$ cat config.mk
export PLATFORM = sky130hd
export DESIGN_NAME = pc_redirect_unit
export DESIGN_NICKNAME = d
export VERILOG_FILES = /design/src/rtl/pc_redirect_unit.sv
export SDC_FILE = /design/constraint.sdc
export NUM_CORES = 1
export LEC_CHECK = 0
export CAP_MARGIN = 20
export CORE_ASPECT_RATIO = 1.2
export CORE_MARGIN = 2
export CORE_UTILIZATION = 41
export DETAILED_ROUTE_END_ITERATION = 8
export GPL_TIMING_DRIVEN = 0
export PLACE_DENSITY_LB_ADDON = 0.12
export REMOVE_ABC_BUFFERS = 1
export SETUP_SLACK_MARGIN = 0.3
export SLEW_MARGIN = 20
export SYNTH_ARGS = -nofsm -noshare
export SYNTH_HDL_FRONTEND = slang
export SYNTH_SLANG_ARGS = --single-unit
export TNS_END_PERCENT = 50
$ cat constraint.sdc
create_clock -name clk -period 3 [get_ports clk]
set_input_delay 0.6 -clock clk [delete_from_list [all_inputs] [get_ports clk]]
set_output_delay 0.6 -clock clk [all_outputs]
set_load 0.01 [all_outputs]
$ cat src/rtl/pc_redirect_unit.sv
// Fetch PC owner: applies EX-stage redirects (branch/JAL, JALR, trap), flushes IF/ID and ID/EX.
// Optional macro MISALIGN_TRAP_EN turns misaligned branch/JALR targets into traps.
`timescale 1ns/1ps
module pc_redirect_unit #(
    parameter int unsigned     XLEN         = 32,
    parameter logic [XLEN-1:0] RESET_PC     = '0,
    parameter logic [XLEN-1:0] TRAP_VEC     = 'h100,
    parameter int unsigned     FLUSH_CYCLES = 2
) (
    input  logic            clk,
    input  logic            rst,
    input  logic            stall,
    input  logic            ex_valid,
    input  logic [1:0]      pc_sel,
    input  logic [XLEN-1:0] br_target,
    input  logic [XLEN-1:0] alu_target,
    input  logic [XLEN-1:0] ex_pc,
    output logic [XLEN-1:0] pc,
    output logic            flush,
    output logic [XLEN-1:0] epc,
    output logic            trap_taken,
    output logic            misalign
);

    typedef enum logic [0:0] {StRun, StFlush} state_e;

    localparam logic [1:0] CntInit = 2'(FLUSH_CYCLES - 1);

    state_e          state_q;
    logic [1:0]      cnt_q;
    logic [XLEN-1:0] pc_q, epc_q;
    logic            flush_q, trap_q;

    logic [XLEN-1:0] pc_inc, tgt;
    logic            redirect, bad_align, is_trap;

    always_comb begin
        pc_inc    = pc_q + XLEN'(4);
        redirect  = (state_q == StRun) && ex_valid && (pc_sel != 2'b00);
        bad_align = 1'b0;
        case (pc_sel)
            2'b10:   tgt = br_target;
            2'b01:   tgt = alu_target & ~XLEN'(1);
            2'b11:   tgt = TRAP_VEC;
            default: tgt = pc_inc;
        endcase
`ifdef MISALIGN_TRAP_EN
        // Only computed jump targets are checked; the trap vector is trusted.
        bad_align = ((pc_sel == 2'b01) || (pc_sel == 2'b10)) && (tgt[1:0] != 2'b00);
        if (bad_align) tgt = TRAP_VEC;
`endif
        is_trap = (pc_sel == 2'b11) || bad_align;
    end

    always_ff @(posedge clk or posedge rst) begin
        if (rst) begin
            state_q <= StRun;
            cnt_q   <= 2'd0;
            pc_q    <= RESET_PC;
            epc_q   <= '0;
            flush_q <= 1'b0;
            trap_q  <= 1'b0;
        end else begin
            trap_q <= 1'b0;
            case (state_q)
                StRun: begin
                    if (redirect) begin
                        pc_q    <= tgt;
                        flush_q <= 1'b1;
                        cnt_q   <= CntInit;
                        state_q <= StFlush;
                        if (is_trap) begin
                            epc_q  <= ex_pc;
                            trap_q <= 1'b1;
                        end
                    end else begin
                        flush_q <= 1'b0;
                        if (!stall) pc_q <= pc_inc;
                    end
                end
                StFlush: begin
                    // EX contents belong to squashed instructions; redirects are ignored here.
                    if (!stall) pc_q <= pc_inc;
                    if (cnt_q == 2'd0) begin
                        flush_q <= 1'b0;
                        state_q <= StRun;
                    end else begin
                        cnt_q <= cnt_q - 2'd1;
                    end
                end
                default: state_q <= StRun;
            endcase
        end
    end

`ifdef MISALIGN_TRAP_EN
    logic mis_q;
    always_ff @(posedge clk or posedge rst) begin
        if (rst) mis_q <= 1'b0;
        else     mis_q <= redirect && bad_align;
    end
    assign misalign = mis_q;
`else
    assign misalign = 1'b0;
`endif

    assign pc         = pc_q;
    assign flush      = flush_q;
    assign epc        = epc_q;
    assign trap_taken = trap_q;

endmodule

---- Word-level counts from Yosys, hierarchy flattened ----
Index checks and enable logic that the tools add are counted.
storage, ports and cells
  register bits after elaboration ......... 69
  latch bits .............................. 0
  bits in writable memories ............... 0
  bits in read-only memories .............. 0
  input bits .............................. 102
  output and inout port bits .............. 67
  word-level logic and storage cells ...... 36
  memories ................................ 0
cells by class
  add/sub/neg operators ................... 2
  multipliers ............................. 0
  div/mod/pow operators ................... 0
  $lt $le $gt $ge ......................... 0
  eq/ne operators ......................... 6
  shifts and indexed selects .............. 0
  muxes and demuxes ....................... 15
  bitwise logic cells ..................... 1
  reductions and logical operators ........ 6
operators by type and width
  kind                     count
  $pmux W32 S3             1
  $mux W32                 2
  $pmux W32 S2             1
  $add A32 B3 Y32 const B  1
  $mux W1                  6
  $eq A2 B2 Y1 const B     2
  $mux W2                  2
  $ne A2 B2 Y1 const B     2
  $pmux W1 S2              2
  $pmux W2 S2              1
  $reduce_and A3 Y1        1
  $eq A2 B1 Y1 const B     1
  $logic_and A1 B1 Y1      2
  $logic_not A2 Y1         1
  $ne A2 B1 Y1 const B     1
  $reduce_and A2 Y1        1
  $reduce_bool A2 Y1       1
  $sub A2 B1 Y2 const B    1
  $not A1 Y1               1

---- Depth between registers and ports, before layout ----
  word-level depth ........................ 5
  gate-level depth with buffers ........... 7
  gate-level depth less buffers ........... 6

---- Least setup slack after synthesis ----
No wires, ideal clock.
  kind .................................... input -> register
  from .................................... input port stall
  to ...................................... register pc_q[17] (netlist: pc[17])
  library setup time ...................... 137 ps
  data arrival time ....................... 1867 ps
  data required time ...................... 2863 ps
  path slack .............................. 996 ps
  cell stages on the path ................. 6
  path buffers ............................ 1
  cell sequence ........................... and4b_1 or4b_4 buf_6 nor3_2 xnor2_1 a21oi_1
between the ends
  longest elaborated chain between the ends .. 3
ends and longest elaborated chain
  what                  RTL line  source
  from (decl)           12        input logic stall,
  $mux W32 (*)          n/a
  $mux W32              n/a
  $pmux W32 S2 (*)      n/a
  to (signal assigned)  68        pc_q <= tgt;
  to (signal assigned)  78        if (!stall) pc_q <= pc_inc;
  to (signal assigned)  83        if (!stall) pc_q <= pc_inc;
  to (decl)             31        logic [XLEN-1:0] pc_q, epc_q;
Mark *: on every way between the ends. The rest lies on a longest branch, timed or not.
A chain may end at the register's enable or synchronous reset.

---- Worst setup path after layout ----
  from .................................... input port stall
  to ...................................... register pc_q[31] (netlist: pc[31])
The elaborated chain is that of the path after synthesis.

==> summary.txt <==
Detailed routing
  • Via density per instance: 5.31
  • DRT antenna net count: 0
  • Initial DRT Pass Iterations: 4
  • Met2 routed WL: 4.27 mm
  • Highest routed layer: met4
  • # DRC: 0
  • WL/cell: 15.9 um
  • Final WL: 8.85 mm
  • Met1 wire length: 3.52 mm
  • Via count: 2957
  • Initial drt markers: 110
  • Routed wl met3: 872 um

Critical path
  • Crit path DAT: 2.58 ns
  • Critical-path maximum fanout: 11
  • Worst Path Buf+Inv: 1
  • Critical path class: input port to flip-flop
  • Critical Path Max Stage Delay: 0.62 ns
  • Sequence of cells on the critical path: clkdlybuf4s50_1 -> and4b_1 -> or4b_4 -> nor4b_2 -> xnor2_1 -> a21oi_1
  • CP delay by family, top: simple AND/OR/NAND/NOR gates
  • Crit path launch type: input port
  • Req. time, crit path: 3.22 ns
  • CP max-delay cell: or4b_4
  • Crit end category: flip-flop

Yosys
  • Synth Cell Area: 3390 sq um
  • Total number of yosys warnings: 0
  • Sequential area share after synthesis: 0.509
  • Async S/R FF share, synth: 1.00
  • FF+latch count, synth: 69
  • EDFF count, synth: 0
  • Syn_area_per_cell: 11.4 sq um
  • Synth Flop Type: dfrtp_1
  • Syn Inst Count: 298
  • Synth unique cells: 36

Floorplan
  • Die area: 9010 sq um
  • Die extent in x: 87 um
  • FP Rows: 36
  • Effective utilization at floorplan: 0.420
  • CORE AREA: 8060 sq um
  • # IOs: 169
  • Die Span Y: 104 um

Clocking
  • TritonCTS Sinks: 69
  • Clock Path Buffers: 2
  • Worst-path clk slew: 0.08 ns
  • Hold buffers post-CTS: 0
  • CTS Buf Count: 9
  • Worst skew pair latency: 0.33 ns
  • TritonCTS clock tree: yes
  • Root buf cell: clkbuf_8
  • Post-CTS Setup Bufs: 0
  • # resized after CTS: 0
  • H-tree Lvls: 3

Layout
  • Layout Nets: 562
  • Fill cells: 639
  • Register area: 1730 sq um
  • Share of post-route cells with drive strength above 1: 0.145
  • Fin cells: 557
  • Footprint of the multi-input gates: 1550 sq um
  • Diode count: 0
  • Area grow syn2layout: 60.2%

Power and ir drop
  • Tot Pwr: 4.84 mW
  • Leakage: 2.17 nW
  • Pwr Density: 892 nW/um^2
  • Worst vdd ir: 0.546 mV

STA
  • Tcrit/Tclk final: 0.789
  • Clock skew: 0.0114 ns
  • Fin. max-slew vios: 0
  • Hold Vio Cnt, Final: 0
  • Max-slew headroom: 0.502
  • Crit path time final: 2.37 ns
  • Endpoints failing setup: 0
  • RSZ-0062 raised after global routing: false
  • F_max: 0.423 GHz
  • Worst-Margin Slew: 0.745 ns

Placed design
  • PortBufs: 166
  • DP HPWL: 6.49 mm
  • Inst Count DP: 542
  • Routability congestion estimate: 0.764

Global routing
  • Initial antenna violation count: 0
  • Global route overflow: 0
  • Gr usage total: 0.203
  • First-pass GRT wire length: 14.6 mm
  • Number of global-route vias before repair: 3090
  • Largest net degree at the start of global routing: 56

Run status
  • Outcome: finished, final reports clean

Run
  • # Max-Cap Violations: 0

Min path
  • Hold Path Class: flip-flop to flip-flop
## power by group
part           leakage [nW]  internal [mW]  switching (mW)
sequential            0.817           1.39           0.377
combinational          1.24           1.37           0.886
clock                 0.109          0.465           0.355
## routing by layer
layer  GRT usage  vias to the layer above
met5           0                        -
met4      0.0759                        0
met3      0.0829                       19
met2       0.320                      118
met1       0.245                     1414
li1            -                     1406
## metrics by stage
| stage | setup TNS [ns] | hold WS, ns | area (sq um) | util | setup WS, ns |
|---|---|---|---|---|---|
| finish | 0 | 0.492 | 5430 | 0.674 | 0.634 |
| global route | 0 | 0.509 | 5430 | 0.674 | 0.498 |
| CTS | 0 | 0.486 | 5430 | 0.674 | 0.637 |
| detailed placement | 0 | 0.476 | 5220 | 0.647 | 0.274 |
| global placement | -185.00 | 0.454 | 5080 | 0.630 | -4.10 |
| floorplan | -49.91 | 0.440 | 3300 | - | -1.60 |
## synthesized netlist by cell type, drive strengths merged (4+ instances only)
library cell	number	area, sq um
nor3	8	55.1
nand3	6	30.0
dfrtp	69	1730
nand2	13	48.8
a221oi	29	254
nor2	10	37.5
mux2	32	360
nand4	5	31.3
a21oi	31	155
buf	9	48.8
nor2b	5	31.3
xnor2	25	219
clkbuf	12	45.0
nor4	5	88.8
xor2	4	35.0
inv	14	52.6
## area by class of cell
class                           instances  area share
Sequential cell                        69       0.318
Inverter                               14      0.0101
Tap cell                               95      0.0219
Multi-Input combinational cell        194       0.285
Clock buffer                            9      0.0228
Timing Repair Buffer                  170       0.326
Clock inverter                          6      0.0161
## flip-flops by register name, indices dropped and copies added (netlist names)
name	count
cnt_q	2
epc	32
flush	1
pc	32
state_q	1
trap_taken	1
## cell families after synthesis
| kind of cell | after synthesis | share of synthesized area |
|---|---|---|
| AO/OA/AOI/OAI | 66 | 0.132 |
| XOR/XNOR | 29 | 0.0749 |
| adder cells (fa/ha/maj) | 2 | 0.00738 |
| buffers and inverters | 35 | 0.0432 |
| flip-flops | 69 | 0.509 |
| multiplexers | 33 | 0.109 |
| other | 1 | 0.00111 |
| AND/OR/NAND/NOR | 63 | 0.123 |
## worst min-delay path, cell delays in order, from the launching register on
cell and delay, ns:
dfrtp_1 0.36, nand2_1 0.06, nand2_1 0.05
## layout by cell type, fill, tap and decap left out, drive strengths merged
master / count
clkdlybuf4s50: 166
dfrtp: 69
mux2: 32
a21oi: 31
a221oi: 29
xnor2: 25
inv: 15
nand2: 13
nor2: 10
clkbuf: 9
nor3: 8
nand3: 6
nand4: 5
nor2b: 5
nor4: 5
xor2: 4
buf: 4
or3: 3
o21ai: 3
clkinv: 3
nand4b: 2
ha: 2
bufinv: 2
and4b: 1
or4b: 1
or2: 1
and2: 1
o21a: 1
a211oi: 1
mux2i: 1
nor4b: 1
nand2b: 1
a22oi: 1
conb: 1
## worst paths after layout
path | start | end | slack, ns | cells after the start
max | stall | pc[31] | 0.63 | 6
min | pc[0] | pc[0] | 0.49 | 2
max reg2reg | pc[16] | pc[31] | 0.99 | 5
min reg2reg | pc[0] | pc[0] | 0.49 | 2
max in group asynchronous | rst | pc[15] | 1.91 | 3
min in group asynchronous | rst | epc[19] | 0.54 | 2
Power figures use the tool's default switching activity.
